File: src/rtl/bin_to_bcd_display.sv
// Iterative double-dabble converter: unsigned binary in, six packed BCD digits out
// for the 24-bit seven-segment decoder. One shift-add-3 iteration per clock.
module bin_to_bcd_display #(
    parameter int BIN_WIDTH = 20,
    parameter int MAX_DEC   = 999999
) (
    input  logic                 clock,
    input  logic                 reset,
    input  logic                 in_valid,
    output logic                 in_ready,
    input  logic [BIN_WIDTH-1:0] in_bin,
    output logic [23:0]          bcd_out,
    output logic                 bcd_valid,
    output logic                 busy,
    output logic                 overflow
);

    localparam int SR_W  = 24 + BIN_WIDTH;
    localparam int CNT_W = $clog2(BIN_WIDTH + 1);
    localparam logic [CNT_W-1:0] LAST_ITER = CNT_W'(BIN_WIDTH - 1);

    typedef enum logic {IDLE, CONVERT} state_t;

    state_t            state, state_nx;
    logic [CNT_W-1:0]  cnt;
    logic [SR_W-1:0]   sr;
    logic [SR_W-1:0]   sr_step;
    logic              accept;
    logic              in_over;
    logic              last_iter;

    // Add 3 to every nibble >= 5; all nibbles judged on the incoming value.
    function automatic logic [23:0] add3_digits(input logic [23:0] bcd);
        logic [23:0] r;
        r = bcd;
        for (int d = 0; d < 6; d++) begin
            if (bcd[d*4 +: 4] >= 4'd5)
                r[d*4 +: 4] = bcd[d*4 +: 4] + 4'd3;
        end
        return r;
    endfunction

    function automatic logic [SR_W-1:0] dabble_step(input logic [SR_W-1:0] v);
        logic [SR_W-1:0] adj;
        adj = {add3_digits(v[SR_W-1:BIN_WIDTH]), v[BIN_WIDTH-1:0]};
        return adj << 1;
    endfunction

    function automatic logic exceeds_max(input logic [BIN_WIDTH-1:0] v);
        logic [31:0] ext;
        ext = 32'(v);
        return ext > 32'(MAX_DEC);
    endfunction

    assign accept    = in_valid && in_ready;
    assign in_over   = exceeds_max(in_bin);
    assign last_iter = (cnt == LAST_ITER);
    assign sr_step   = dabble_step(sr);

    // State register
    always_ff @(posedge clock) begin
        if (reset)
            state <= IDLE;
        else
            state <= state_nx;
    end

    // Next-state logic
    always_comb begin
        state_nx = state;
        case (state)
            IDLE:    if (accept && !in_over) state_nx = CONVERT;
            CONVERT: if (last_iter)          state_nx = IDLE;
            default:                         state_nx = IDLE;
        endcase
    end

    // Moore outputs
    always_comb begin
        in_ready = (state == IDLE);
        busy     = (state == CONVERT);
    end

    // Iteration counter and committed outputs
    always_ff @(posedge clock) begin
        if (reset) begin
            cnt       <= '0;
            bcd_out   <= 24'h000000;
            bcd_valid <= 1'b0;
            overflow  <= 1'b0;
        end else begin
            bcd_valid <= 1'b0;
            case (state)
                IDLE: begin
                    cnt <= '0;
                    if (accept && in_over) begin
                        bcd_out   <= 24'h999999;
                        overflow  <= 1'b1;
                        bcd_valid <= 1'b1;
                    end
                end
                CONVERT: begin
                    cnt <= cnt + CNT_W'(1);
                    if (last_iter) begin
                        bcd_out   <= sr_step[SR_W-1:BIN_WIDTH];
                        overflow  <= 1'b0;
                        bcd_valid <= 1'b1;
                    end
                end
                default: cnt <= '0;
            endcase
        end
    end

    // Working shift register is pure data; the FSM decides when it matters.
    always_ff @(posedge clock) begin
        if (state == IDLE && accept)
            sr <= {24'h000000, in_bin};
        else if (state == CONVERT)
            sr <= sr_step;
    end

    // Input bounded by MAX_DEC means no digit can exceed 9 once conversion ends.
    always @(posedge clock) begin
        if (!reset && state == CONVERT && last_iter) begin
            for (int d = 0; d < 6; d++)
                assert (sr_step[BIN_WIDTH + d*4 +: 4] <= 4'd9);
        end
    end

endmodule

File: config.mk
export PLATFORM = sky130hd
export DESIGN_NAME = bin_to_bcd_display
export DESIGN_NICKNAME = d
export VERILOG_FILES = /design/src/rtl/bin_to_bcd_display.sv
export SDC_FILE = /design/constraint.sdc
export NUM_CORES = 1
export LEC_CHECK = 0
export ABC_AREA = 0
export BUFFER_PORTS_ARGS = -buffer_cell sky130_fd_sc_hd__buf_4
export CORE_MARGIN = 4
export CORE_UTILIZATION = 60
export DETAILED_ROUTE_END_ITERATION = 8
export PLACE_DENSITY_LB_ADDON = 0.3
export SYNTH_ARGS = -nofsm -noshare
export SYNTH_HDL_FRONTEND = slang
export SYNTH_SLANG_ARGS = --single-unit
File: constraint.sdc
create_clock -name clock -period 4.2 [get_ports clock]
set_clock_uncertainty 0.2 [all_clocks]
set_input_delay 0.84 -clock clock [delete_from_list [all_inputs] [get_ports clock]]
set_output_delay 0.84 -clock clock [all_outputs]
set_load 0.01 [all_outputs]
# Word-level counts from Yosys, hierarchy flattened
# Cells that the tools add are included.
[classes] shift=0 n_mul=0 n_eq_ne=3 bitwise=1 add_sub_neg=7 mux=21 n_reduce_logical=7 div=0 magnitude_cmp=7
[op_table] op="24-bit two-way mux" count=2
[op_table] op="24-bit case mux with 2 select lines" count=1
[op_table] op="20-bit two-way mux" count=2
[op_table] op="4-bit by 3-bit >= comparator with 1-bit output, second input constant" count=6
[op_table] op="4-bit by 2-bit adder with 4-bit output, second input constant" count=5
[op_table] op="20-bit greater-than comparator, second input constant" count=1
[op_table] op="4-bit two-way mux" count=5
[op_table] op="5-bit case mux with 2 select lines" count=1
[op_table] op="1-bit two-way mux" count=6
[op_table] op="1-bit case mux with 2 select lines" count=3
[op_table] op="5-bit by 1-bit adder with 5-bit output, second input constant" count=1
[op_table] op="5-bit == test, second input constant" count=1
[op_table] op="1-bit logical AND" count=4
[op_table] op="2-bit by 1-bit inequality test with 1-bit output, second input constant" count=2
[op_table] op="3-bit by 2-bit adder with 3-bit output, second input constant" count=1
[op_table] op="3-bit two-way mux" count=1
[op_table] op="2-bit AND reduction" count=1
[op_table] op="2-bit nonzero test" count=1
[op_table] op="1-bit logical NOT" count=1
[op_table] op="1-bit NOT" count=1
[word_totals] mem_bits_ro=0 wordCells=53 inputBits=23 regBits=76 mem_bits_rw=0 latchBits=0 out_inout_bits=28 mem_count=0

# Longest topological paths before layout
# Gate-level depths: netlist of run 1.
[depth] depth_word=5 depth_mapped=6 depth_no_buf=6

# Least setup slack after synthesis of run 1
# OpenSTA, ideal clock, no wires.
[synth_path] path_type="in2reg" startpoint="in in_valid" endpoint="reg sr[0] (enable)" required_ns=3.664 setup_time_ns=0.336 stages=4 n_path_buf=2 arrival_time_ns=1.693 path_slack_ns=1.971 cell_sequence="buf_4 nor2_2 buf_2 inv_1"
[synth_via] elab_chain_cells=3
[synth_lines] element="from (decl)" line="9" source="input logic in_valid,"
[synth_lines] element="1-bit logical AND" line="55" source="assign accept = in_valid && in_ready;"
[synth_lines] element="1-bit logical AND" line="117" source="if (state == IDLE && accept)"
[synth_lines] element="2-bit nonzero test (no source line)"
[synth_lines] element="to (signal assigned)" line="118" source="sr <= {24'h000000, in_bin};"
[synth_lines] element="to (signal assigned)" line="120" source="sr <= sr_step;"
[synth_lines] element="to (decl)" line="26" source="logic [SR_W-1:0] sr;"
# No other way between the ends.
# A chain may end at the register's enable or synchronous reset.

# Worst setup path in the final report of run 1
[layout_path] startpoint="reg state, in the netlist busy" endpoint="out in_ready"
[layout_via] elab_chain_cells=1
[layout_lines] element="from (decl)" line="24" source="state_t state, state_nx;"
[layout_lines] element="from (signal assigned)" line="65" source="state <= state_nx;"
[layout_lines] element="1-bit NOT"
[layout_lines] element="to (decl)" line="10" source="output logic in_ready,"
# No other way between the ends.

==> impl_metrics.env, run 1 <==
export IMPL_status="complete, no violations"
export IMPL_vdd_drop_max_mv=0.385
export IMPL_clockBufferDepth=2
export IMPL_dieArea_um2=6730
export IMPL_ys_flop_type="dfxtp_1"
export IMPL_cts_hold_buf=0
export IMPL_num_rows=26
export IMPL_drv_cap=0
export IMPL_place_hpwl_um=4410
export IMPL_hold_violations=0
export IMPL_die_h_um=82.1
export IMPL_tightest_slew_ps=973
export IMPL_antenna_left=0
export IMPL_post_route_period_util_pct=75.2
export IMPL_mostFrequentLayoutCells="dfxtp_1 (56), buf_4 (51), nor2_1 (22), edfxtp_1 (20)"
export IMPL_yosysWarnings=0
export IMPL_cts_buffers=9
export IMPL_antenna_found_initial=0
export IMPL_grt_ovfl_total=0
export IMPL_cp_start_kind="flop"
export IMPL_synthDistinctLibCells=37
export IMPL_slowest_stage="dfxtp_1"
export IMPL_sw_frac_of_total_pct=24.2
export IMPL_p_int_w=0.00115
export IMPL_setup_viol=0
export IMPL_power_density_nw_per_um2=394
export IMPL_area_delta_synth_final_pct=17.1
export IMPL_fmax_ghz=0.317
export IMPL_cp_end_kind="output pin"
export IMPL_vias_per_cell=5.89
export IMPL_p_switching_w=0.000367
export IMPL_maxSlewViolCount=0
export IMPL_n_fill_cell=384
export IMPL_p_seq_share_pct=54.3
export IMPL_h_tree_depth=3
export IMPL_grt_busiest_layer="met2"
export IMPL_crit_chain="clkinv_1, buf_4"
export IMPL_initial_core_util_pct=63.2
export IMPL_hold_path_class="flop to flop"
export IMPL_drc_errors=0
export IMPL_synth_edf_count=20
export IMPL_async_flop_share_pct=0
export IMPL_wl_per_cell_um=16.2
export IMPL_gr_usage_met1_pct=27.5
export IMPL_postCtsSetupBuffers=0
export IMPL_clkTransAtPathRegs_ps=80
export IMPL_power_leakage_nw=1.50
export IMPL_drtPass1Iterations=4
export IMPL_syn_nets=330
export IMPL_power_frac_comb_pct=9.6
export IMPL_grtUsageTotal_pct=22.2
export IMPL_ctsResizeCount=0
export IMPL_synthCells=294
export IMPL_vias=2452
export IMPL_rrSetupSlack_ps=1600
export IMPL_gp_congestion=0.829
export IMPL_synth_seq_area_share_pct=52.3
export IMPL_critPathKind="flop to output pin"
export IMPL_fin_tns_setup_ps=0
export IMPL_met2_usage_pct=36.3
export IMPL_grt_max_degree=27
export IMPL_critPathTopFamily="buffers and inverters"
export IMPL_rsz0062_at_grt="no"
export IMPL_slew_headroom_pct=34.9
export IMPL_synth_seq_cells=76
export IMPL_gr_usage_met3_pct=4.06
export IMPL_worst_path_buf_inv=2
export IMPL_cts_tree="built"
export IMPL_min_period_ps=3160
export IMPL_wl_um=6760
export IMPL_drive_gt1_share_pct=25.7
export IMPL_layout_commonest_cell="dfxtp_1"
export IMPL_synth_area_per_cell_um2=11.2
export IMPL_cp_required_ps=3160
export IMPL_grt_pass1_vias=2369
export IMPL_post_route_util_pct=74.0
export IMPL_cpPeakStageDelay_ps=830
export IMPL_grt_pass1_wl_um=11200
export IMPL_die_w_um=82.1
export IMPL_numPortBuffers=50
export IMPL_ioPinCount=51
export IMPL_antennaDiodeCount=0
export IMPL_layout_nets=377
export IMPL_synth_area_um2=3290
export IMPL_crit_arrival_ps=2120
export IMPL_core_um2=5200
export IMPL_p_clk_share_pct=36.1
export IMPL_cp_max_fo=22
export IMPL_cts_sinks=76
export IMPL_cts_root_buffer="clkbuf_8"
export IMPL_clk_insertion_delay_late_ps=350
export IMPL_drtIter0Drc=129
==> cell type report <==
type	count	area, um^2	area share [%]
multi-input combinational	188	1410	36.5
clock buffer	13	180	4.68
clock inverter	3	17.5	0.455
tap	70	87.6	2.27
inverter	15	56.3	1.46
sequential	76	1720	44.7
timing repair buffer	51	383	9.94
==> per-layer routing <==
| layer | part of all wire [%] | vias up |
|---|---|---|
| li1 | - | 1175 |
| met1 | 42 | 1186 |
| met2 | 49 | 75 |
| met3 | 5.9 | 16 |
| met4 | 2.6 | 0 |
| met5 | 0 | - |
==> registers in the layout, indices dropped and copies added (netlist names) <==
register and flops:
sr 44, cnt 5, bcd_out 24, busy 1, bcd_valid 1, overflow 1
==> final timing paths <==
check,start,to,depth (start not counted)
setup reg to reg,busy,bcd_out[1],3
setup / recovery,busy,in_ready,2
hold reg to reg,cnt[0],cnt[0],1
hold / removal,cnt[0],cnt[0],1
==> worst reg2reg max path, cell delays in order (launching register included) <==
cell     delay [ps]
dfxtp_1         830
and4_1          930
nor2_4          210
a32o_1          320
==> per-stage QoR <==
stage	setup WS, ps	area, um^2	hold WS (ps)	instances	total power, W
after floorplan	1970	3290	218	294	0.000936
after global placement	1510	3660	230	400	0.000977
after detailed placement	1440	3660	245	400	0.000984
after CTS	1050	3850	257	416	0.00153
after global routing	866	3850	270	416	0.00158
final	1040	3850	257	416	0.00152
==> cells in the mapped netlist (2+ instances only) <==
cell      instances  area share, %
xnor2_1           7            1.9
nor2_2            2           0.38
mux2_2           19            6.5
a22o_1           12            3.2
nand2b_1          8            1.5
nand3_1           3           0.46
a32o_1           12            3.7
clkbuf_1          3           0.34
buf_6             3            1.0
inv_1            14            1.6
mux2i_1           6            1.8
edfxtp_1         20             18
o22ai_1           5           0.95
o31ai_1           2           0.46
dfxtp_1          56             34
nor3b_1          11            2.5
a221oi_1         11            2.9
nand4_1           2           0.38
nand2_1          12            1.4
ha_1             13            4.9
xor2_1            2           0.53
nor2_1           22            2.5
buf_4             2           0.46
a211oi_1          2           0.46
o21ai_0          10            1.5
buf_2             6           0.91
a21oi_1          19            2.9
==> logic make-up after synthesis <==
family,after synthesis,share of synthesized area (%)
xor gates and xnor gates,9,2.40
buffers and inverters,30,4.90
AOI/OAI and AO/OA,75,16.5
adders and majority gates,13,4.94
DFF,76,52.3
muxes,25,8.33
and+or+nand+nor,66,10.6
==> power by group through the flow <==
stage	clock [W]	combinational, W	sequential (W)
after CTS	0.000555	0.000145	0.000825
after global routing	0.000591	0.000160	0.000829
after detailed placement	0	0.000144	0.000840
after floorplan	0	0.000105	0.000831
final	0.000549	0.000145	0.000825
after global placement	0	0.000138	0.000839
(Power assumes the default switching activity.)
==> run 2, diff against run 1 <==
--- a/config.mk
+++ b/config.mk
@@ -8,7 +8,7 @@
 export ABC_AREA = 0
 export BUFFER_PORTS_ARGS = -buffer_cell sky130_fd_sc_hd__buf_4
 export CORE_MARGIN = 4
-export CORE_UTILIZATION = 60
+export CORE_UTILIZATION = 51
 export DETAILED_ROUTE_END_ITERATION = 8
 export PLACE_DENSITY_LB_ADDON = 0.3
 export SYNTH_ARGS = -nofsm -noshare
==> constraint.sdc (replaced) <==
create_clock -name clock -period 2.8 [get_ports clock]
set_clock_uncertainty 0.2 [all_clocks]
set_input_delay 0.56 -clock clock [delete_from_list [all_inputs] [get_ports clock]]
set_output_delay 0.56 -clock clock [all_outputs]
set_load 0.01 [all_outputs]
==> run 2 against run 1 <==
  * Register-to-register slack worse by 1100 ps
  * Non-clock buffer count grew 5
  * Sequential power grew 50%
  * Final cell count rose by 2.9%
  * Flip-flop and latch count stayed put
  * Global-route usage shrank 3.4 points
  * Via count fell by 1.1%
  * Largest cell class unchanged
  * Largest power group unchanged
==> impl_metrics.env, run 2 (same netlist as run 1, synthesis figures left out) <==
export IMPL_status="complete, no violations"
export IMPL_cts_hold_buf=0
export IMPL_core_um2=6310
export IMPL_drc_errors=0
export IMPL_slew_headroom_pct=48.8
export IMPL_cts_sinks=76
export IMPL_largest_register="sr"
export IMPL_cts_tree="built"
export IMPL_mostFrequentLayoutCells="dfxtp_1 (56), buf_4 (56), nor2_1 (22), edfxtp_1 (20)"
export IMPL_grt_pass1_vias=2320
export IMPL_dieArea_um2=7800
export IMPL_rsz0062_at_grt="no"
export IMPL_grt_ovfl_total=0
export IMPL_power_frac_comb_pct=9.9
export IMPL_hold_violations=0
export IMPL_post_route_period_util_pct=87.7
export IMPL_vdd_drop_max_mv=0.353
export IMPL_fin_hold_ws_ps=256
export IMPL_p_seq_share_pct=54.3
export IMPL_sw_frac_of_total_pct=23.9
export IMPL_drive_gt1_share_pct=26.8
export IMPL_antenna_left=0
export IMPL_power_density_nw_per_um2=584
export IMPL_cp_required_ps=2040
export IMPL_cp_end_kind="output pin"
export IMPL_grtUsageTotal_pct=18.8
export IMPL_antennaDiodeCount=0
export IMPL_cp_max_fo=14
export IMPL_cp_start_kind="flop"
export IMPL_place_hpwl_um=4690
export IMPL_grt_max_degree=27
export IMPL_p_int_w=0.00173
export IMPL_setup_viol=0
export IMPL_critPathKind="flop to output pin"
export IMPL_min_period_ps=2460
export IMPL_tightest_slew_ps=768
export IMPL_multi_input_comb_area_um2=1410
export IMPL_power_leakage_nw=1.52
export IMPL_vias=2424
export IMPL_clk_insertion_delay_late_ps=340
export IMPL_numPlacedInstances=412
export IMPL_power_w=0.00228
export IMPL_postCtsSetupBuffers=0
export IMPL_fin_tns_setup_ps=0
export IMPL_clkTransAtPathRegs_ps=80
export IMPL_die_w_um=88.3
export IMPL_maxSlewViolCount=0
export IMPL_antenna_found_initial=0
export IMPL_wl_per_cell_um=15.7
export IMPL_grt_pass1_wl_um=11200
export IMPL_area_delta_synth_final_pct=18.5
export IMPL_drtIter0Drc=111
export IMPL_layout_nets=382
export IMPL_drv_cap=0
export IMPL_crit_arrival_ps=1700
export IMPL_hold_path_class="flop to flop"
export IMPL_p_clk_share_pct=35.9
export IMPL_cpPeakStageDelay_ps=710
export IMPL_fin_cells=428
export IMPL_reg_largest_list="sr (44), bcd_out (24), cnt (5)"
export IMPL_drtPass1Iterations=4
export IMPL_vias_per_cell=5.66
export IMPL_die_h_um=88.3
export IMPL_ctsResizeCount=0
export IMPL_initial_core_util_pct=52.1
export IMPL_regArea_um2=1720
export IMPL_num_rows=29
export IMPL_fmax_ghz=0.407
export IMPL_largest_register_ffs=44
export IMPL_cts_root_buffer="clkbuf_8"
export IMPL_n_fill_cell=554
export IMPL_slowest_stage="dfxtp_1"
export IMPL_clockBufferDepth=2
export IMPL_h_tree_depth=3
export IMPL_ioPinCount=51
export IMPL_p_switching_w=0.000545
export IMPL_numPortBuffers=50
export IMPL_crit_chain="clkinv_1, buf_4"
export IMPL_wl_um=6730
export IMPL_post_route_util_pct=61.8
export IMPL_gp_congestion=0.733
export IMPL_cts_buffers=9
-- run 2: cell types whose count changed in the layout (fill, tap and decap cells not counted) --
| cell | before | now |
|---|---|---|
| buf_4 | 51 | 56 |
-- run 2: path summary, 6_finish.rpt --
| path | start | endpoint | slack [ps] | cells after the start |
|---|---|---|---|---|
| max reg2reg | busy | bcd_out[18] | 550 | 3 |
| max | busy | in_ready | 340 | 2 |
| min reg2reg | cnt[0] | cnt[0] | 260 | 1 |
| min | cnt[0] | cnt[0] | 260 | 1 |
-- run 2: area by class of cell --
type | count | share of cell area (%)
tap | 77 | 2.47
sequential | 76 | 44.1
clock inverter | 3 | 0.449
inverter | 15 | 1.44
clock buffer | 13 | 4.62
timing repair buffer | 56 | 10.8
multi-input combinational | 188 | 36.1
-- run 2: through the flow --
step,instance area (um^2),setup slack (ps)
after floorplan,3290,851
after global placement,3700,554
after detailed placement,3700,462
after CTS,3900,360
after global routing,3900,232
final,3900,343
-- run 2: power groups by stage --
| stage | Combinational (W) | Sequential [W] | Clock, W |
|---|---|---|---|
| detailed placement | 0.000226 | 0.00126 | 0 |
| global placement | 0.000218 | 0.00126 | 0 |
| floorplan | 0.000158 | 0.00125 | 0 |
| CTS | 0.000227 | 0.00124 | 0.000828 |
| global route | 0.000251 | 0.00124 | 0.000891 |
| finish | 0.000225 | 0.00124 | 0.000817 |
-- run 2: metal layers --
layer | global-route usage (%) | up-vias | wire length [um]
li1 | - | 1184 | -
met5 | 0 | - | 0
met3 | 4.93 | 12 | 440
met1 | 25.2 | 1160 | 3050
met4 | 7.01 | 0 | 133
met2 | 29.2 | 68 | 3110
-- run 2: worst max-delay path, delay by kind of cell, from the launching register on --
kind     cells  cell delay, ps
buf+inv      2             650
flops        1             710
==> run 3, diff against run 2 <==
--- a/config.mk
+++ b/config.mk
@@ -5,10 +5,10 @@
 export SDC_FILE = /design/constraint.sdc
 export NUM_CORES = 1
 export LEC_CHECK = 0
-export ABC_AREA = 0
+export ABC_AREA = 1
 export BUFFER_PORTS_ARGS = -buffer_cell sky130_fd_sc_hd__buf_4
 export CORE_MARGIN = 4
-export CORE_UTILIZATION = 51
+export CORE_UTILIZATION = 52
 export DETAILED_ROUTE_END_ITERATION = 8
 export PLACE_DENSITY_LB_ADDON = 0.3
 export SYNTH_ARGS = -nofsm -noshare
==> run 3 against run 2 <==
  * Maximum frequency grew 8.9%
  * Clock power grew 11%
  * Worst hold slack lost 32 ps
  * Critical path depth is the same
  * Die area grew 11%
  * Synthesized cell count grew 71%
  * Final cell count grew 52%
  * Non-clock buffer count grew 1
  * Sequential share of layout area shrank 5.0 points
  * Synthesized area grew 15%
  * Via count grew 35%
  * Largest cell class unchanged
  * Critical path type unchanged
  * Combinational power grew 140%
==> impl_metrics.env, run 3 <==
export IMPL_vias_per_cell=5.02
export IMPL_die_h_um=93.2
export IMPL_synth_top_area_share_pct=29.7
export IMPL_wl_um=7710
export IMPL_syn_nets=539
export IMPL_status="complete, no violations"
export IMPL_post_route_period_util_pct=80.6
export IMPL_ctsResizeCount=0
export IMPL_cp_start_kind="flop"
export IMPL_largest_register_ffs=44
export IMPL_drtPass1Iterations=5
export IMPL_cp_end_kind="output pin"
export IMPL_h_tree_depth=3
export IMPL_setup_viol=0
export IMPL_synth_edf_count=20
export IMPL_antenna_left=0
export IMPL_regArea_um2=1720
export IMPL_grt_pass1_wl_um=13300
export IMPL_multi_input_comb_area_um2=1660
export IMPL_drc_errors=0
export IMPL_fin_tns_setup_ps=0
export IMPL_post_dp_cell_area_um2=4180
export IMPL_synthDistinctLibCells=27
export IMPL_min_period_ps=2260
export IMPL_power_leakage_nw=2.18
export IMPL_grtUsageTotal_pct=18.9
export IMPL_synth_area_um2=3780
export IMPL_ioPinCount=51
export IMPL_maxSlewViolCount=0
export IMPL_synth_area_top_cells="dfxtp_1 (30%), edfxtp_1 (16%), nand2_1 (12%), nor2_1 (8.2%), inv_1 (6.6%)"
export IMPL_drive_gt1_share_pct=13.9
export IMPL_clk_insertion_delay_late_ps=340
export IMPL_num_rows=30
export IMPL_rsz0062_at_grt="no"
export IMPL_antenna_found_initial=0
export IMPL_cts_hold_buf=0
export IMPL_yosysWarnings=0
export IMPL_hold_path_class="input pin to flop"
export IMPL_hold_violations=0
export IMPL_cp_max_fo=31
export IMPL_synth_common_cells="nand2_1 (120), nor2_1 (83), inv_1 (66)"
export IMPL_cp_required_ps=2040
export IMPL_wl_per_cell_um=11.9
export IMPL_grt_ovfl_total=0
export IMPL_dieArea_um2=8690
export IMPL_numPortBuffers=50
export IMPL_layout_nets=585
export IMPL_ys_flop_type="dfxtp_1"
export IMPL_power_density_nw_per_um2=628
export IMPL_place_hpwl_um=5410
export IMPL_tightest_slew_ps=503
export IMPL_initial_core_util_pct=54.4
export IMPL_yosys_area_top_type="dfxtp_1"
export IMPL_area_delta_synth_final_pct=16.5
export IMPL_fmax_ghz=0.443
export IMPL_crit_arrival_ps=1500
export IMPL_drv_cap=0
export IMPL_antennaDiodeCount=0
export IMPL_mostFrequentLayoutCells="nand2_1 (120), nor2_1 (83), inv_1 (66), buf_4 (57), dfxtp_1 (56)"
export IMPL_clockBufferDepth=2
export IMPL_postCtsSetupBuffers=0
export IMPL_cts_tree="built"
export IMPL_vias=3263
export IMPL_die_w_um=93.2
export IMPL_grt_max_degree=51
export IMPL_synth_area_per_cell_um2=7.51
export IMPL_yosysMostFrequentCell="nand2_1"
export IMPL_largest_register="sr"
export IMPL_synth_seq_area_share_pct=45.6
export IMPL_async_flop_share_pct=0
export IMPL_reg_largest_list="sr (44), bcd_out (24), cnt (5)"
export IMPL_power_w=0.00276
export IMPL_cts_sinks=76
export IMPL_slew_headroom_pct=66.5
export IMPL_layout_commonest_cell="nand2_1"
export IMPL_gp_congestion=0.835
export IMPL_drtIter0Drc=257
export IMPL_cts_root_buffer="clkbuf_8"
export IMPL_critPathKind="flop to output pin"
export IMPL_synth_seq_cells=76
export IMPL_clkTransAtPathRegs_ps=80
export IMPL_vdd_drop_max_mv=0.349
export IMPL_n_fill_cell=626
export IMPL_grt_pass1_vias=3105
export IMPL_stdcell_area_um2=4400
export IMPL_synthCells=503
export IMPL_core_um2=6940
export IMPL_cts_buffers=9
-- run 3: cell count changes after synthesis, moves of 11 or more --
cell and change:
a22o_1 -12, mux2_2 -19, inv_1 +52, a21oi_1 +15, nor3b_1 -11, nor2_1 +61
a221oi_1 -11, a32o_1 -12, nand2_1 +108, nand3_1 +29
-- run 3: stage by stage --
stage	worst slack [ps]	hold slack [ps]	instances	util (%)
after global placement	761	230	634	60.2
after floorplan	1040	218	503	-
after CTS	530	208	650	63.4
after detailed placement	731	273	634	60.2
after global routing	430	210	650	63.4
final	544	224	650	63.4
-- run 3: cell type report --
cell class | count | share of cell area, %
Clock inverter | 4 | 1.19
Tap cell | 96 | 2.73
Inverter | 67 | 5.72
Timing Repair Buffer | 57 | 9.72
Multi-Input combinational cell | 338 | 37.7
Clock buffer | 12 | 3.78
Sequential cell | 76 | 39.1
-- run 3: layer usage --
metal | up-vias | global-route usage (%) | share of wire, %
met5 | - | 0 | 0
met4 | 0 | 8.42 | 1.8
met3 | 13 | 2.98 | 3.9
met2 | 70 | 33.2 | 47
met1 | 1475 | 22.6 | 47
li1 | 1705 | - | -
-- run 3: cell families (layout without fill, tap and decap cells) --
kind of cell,Yosys count,after routing,synth area share (%)
compound gates,81,81,13.2
xor+xnor,3,3,0.695
fa+ha+maj,13,13,4.30
buf+inv,89,140,10.5
flops,76,76,45.6
simple gates,241,241,25.8
-- run 3: final timing paths --
path | startpoint | to | slack [ps] | depth (start not counted)
setup / recovery | busy | busy | 540 | 2
hold / removal | reset | bcd_valid | 220 | 2
hold reg to reg | cnt[0] | cnt[0] | 280 | 1
setup reg to reg | busy | bcd_out[18] | 820 | 5
-- run 3: report_power, final --
group / switching [W] / internal (W)
clock network: 0.000409 / 0.000495
registers: 0.0000657 / 0.00125
logic: 0.000342 / 0.000202
total: 0.000817 / 0.00195
-- run 3: worst max-delay path, stage by stage (launching register included) --
cell	delay, ps
dfxtp_1	580
buf_4	390
buf_4	190
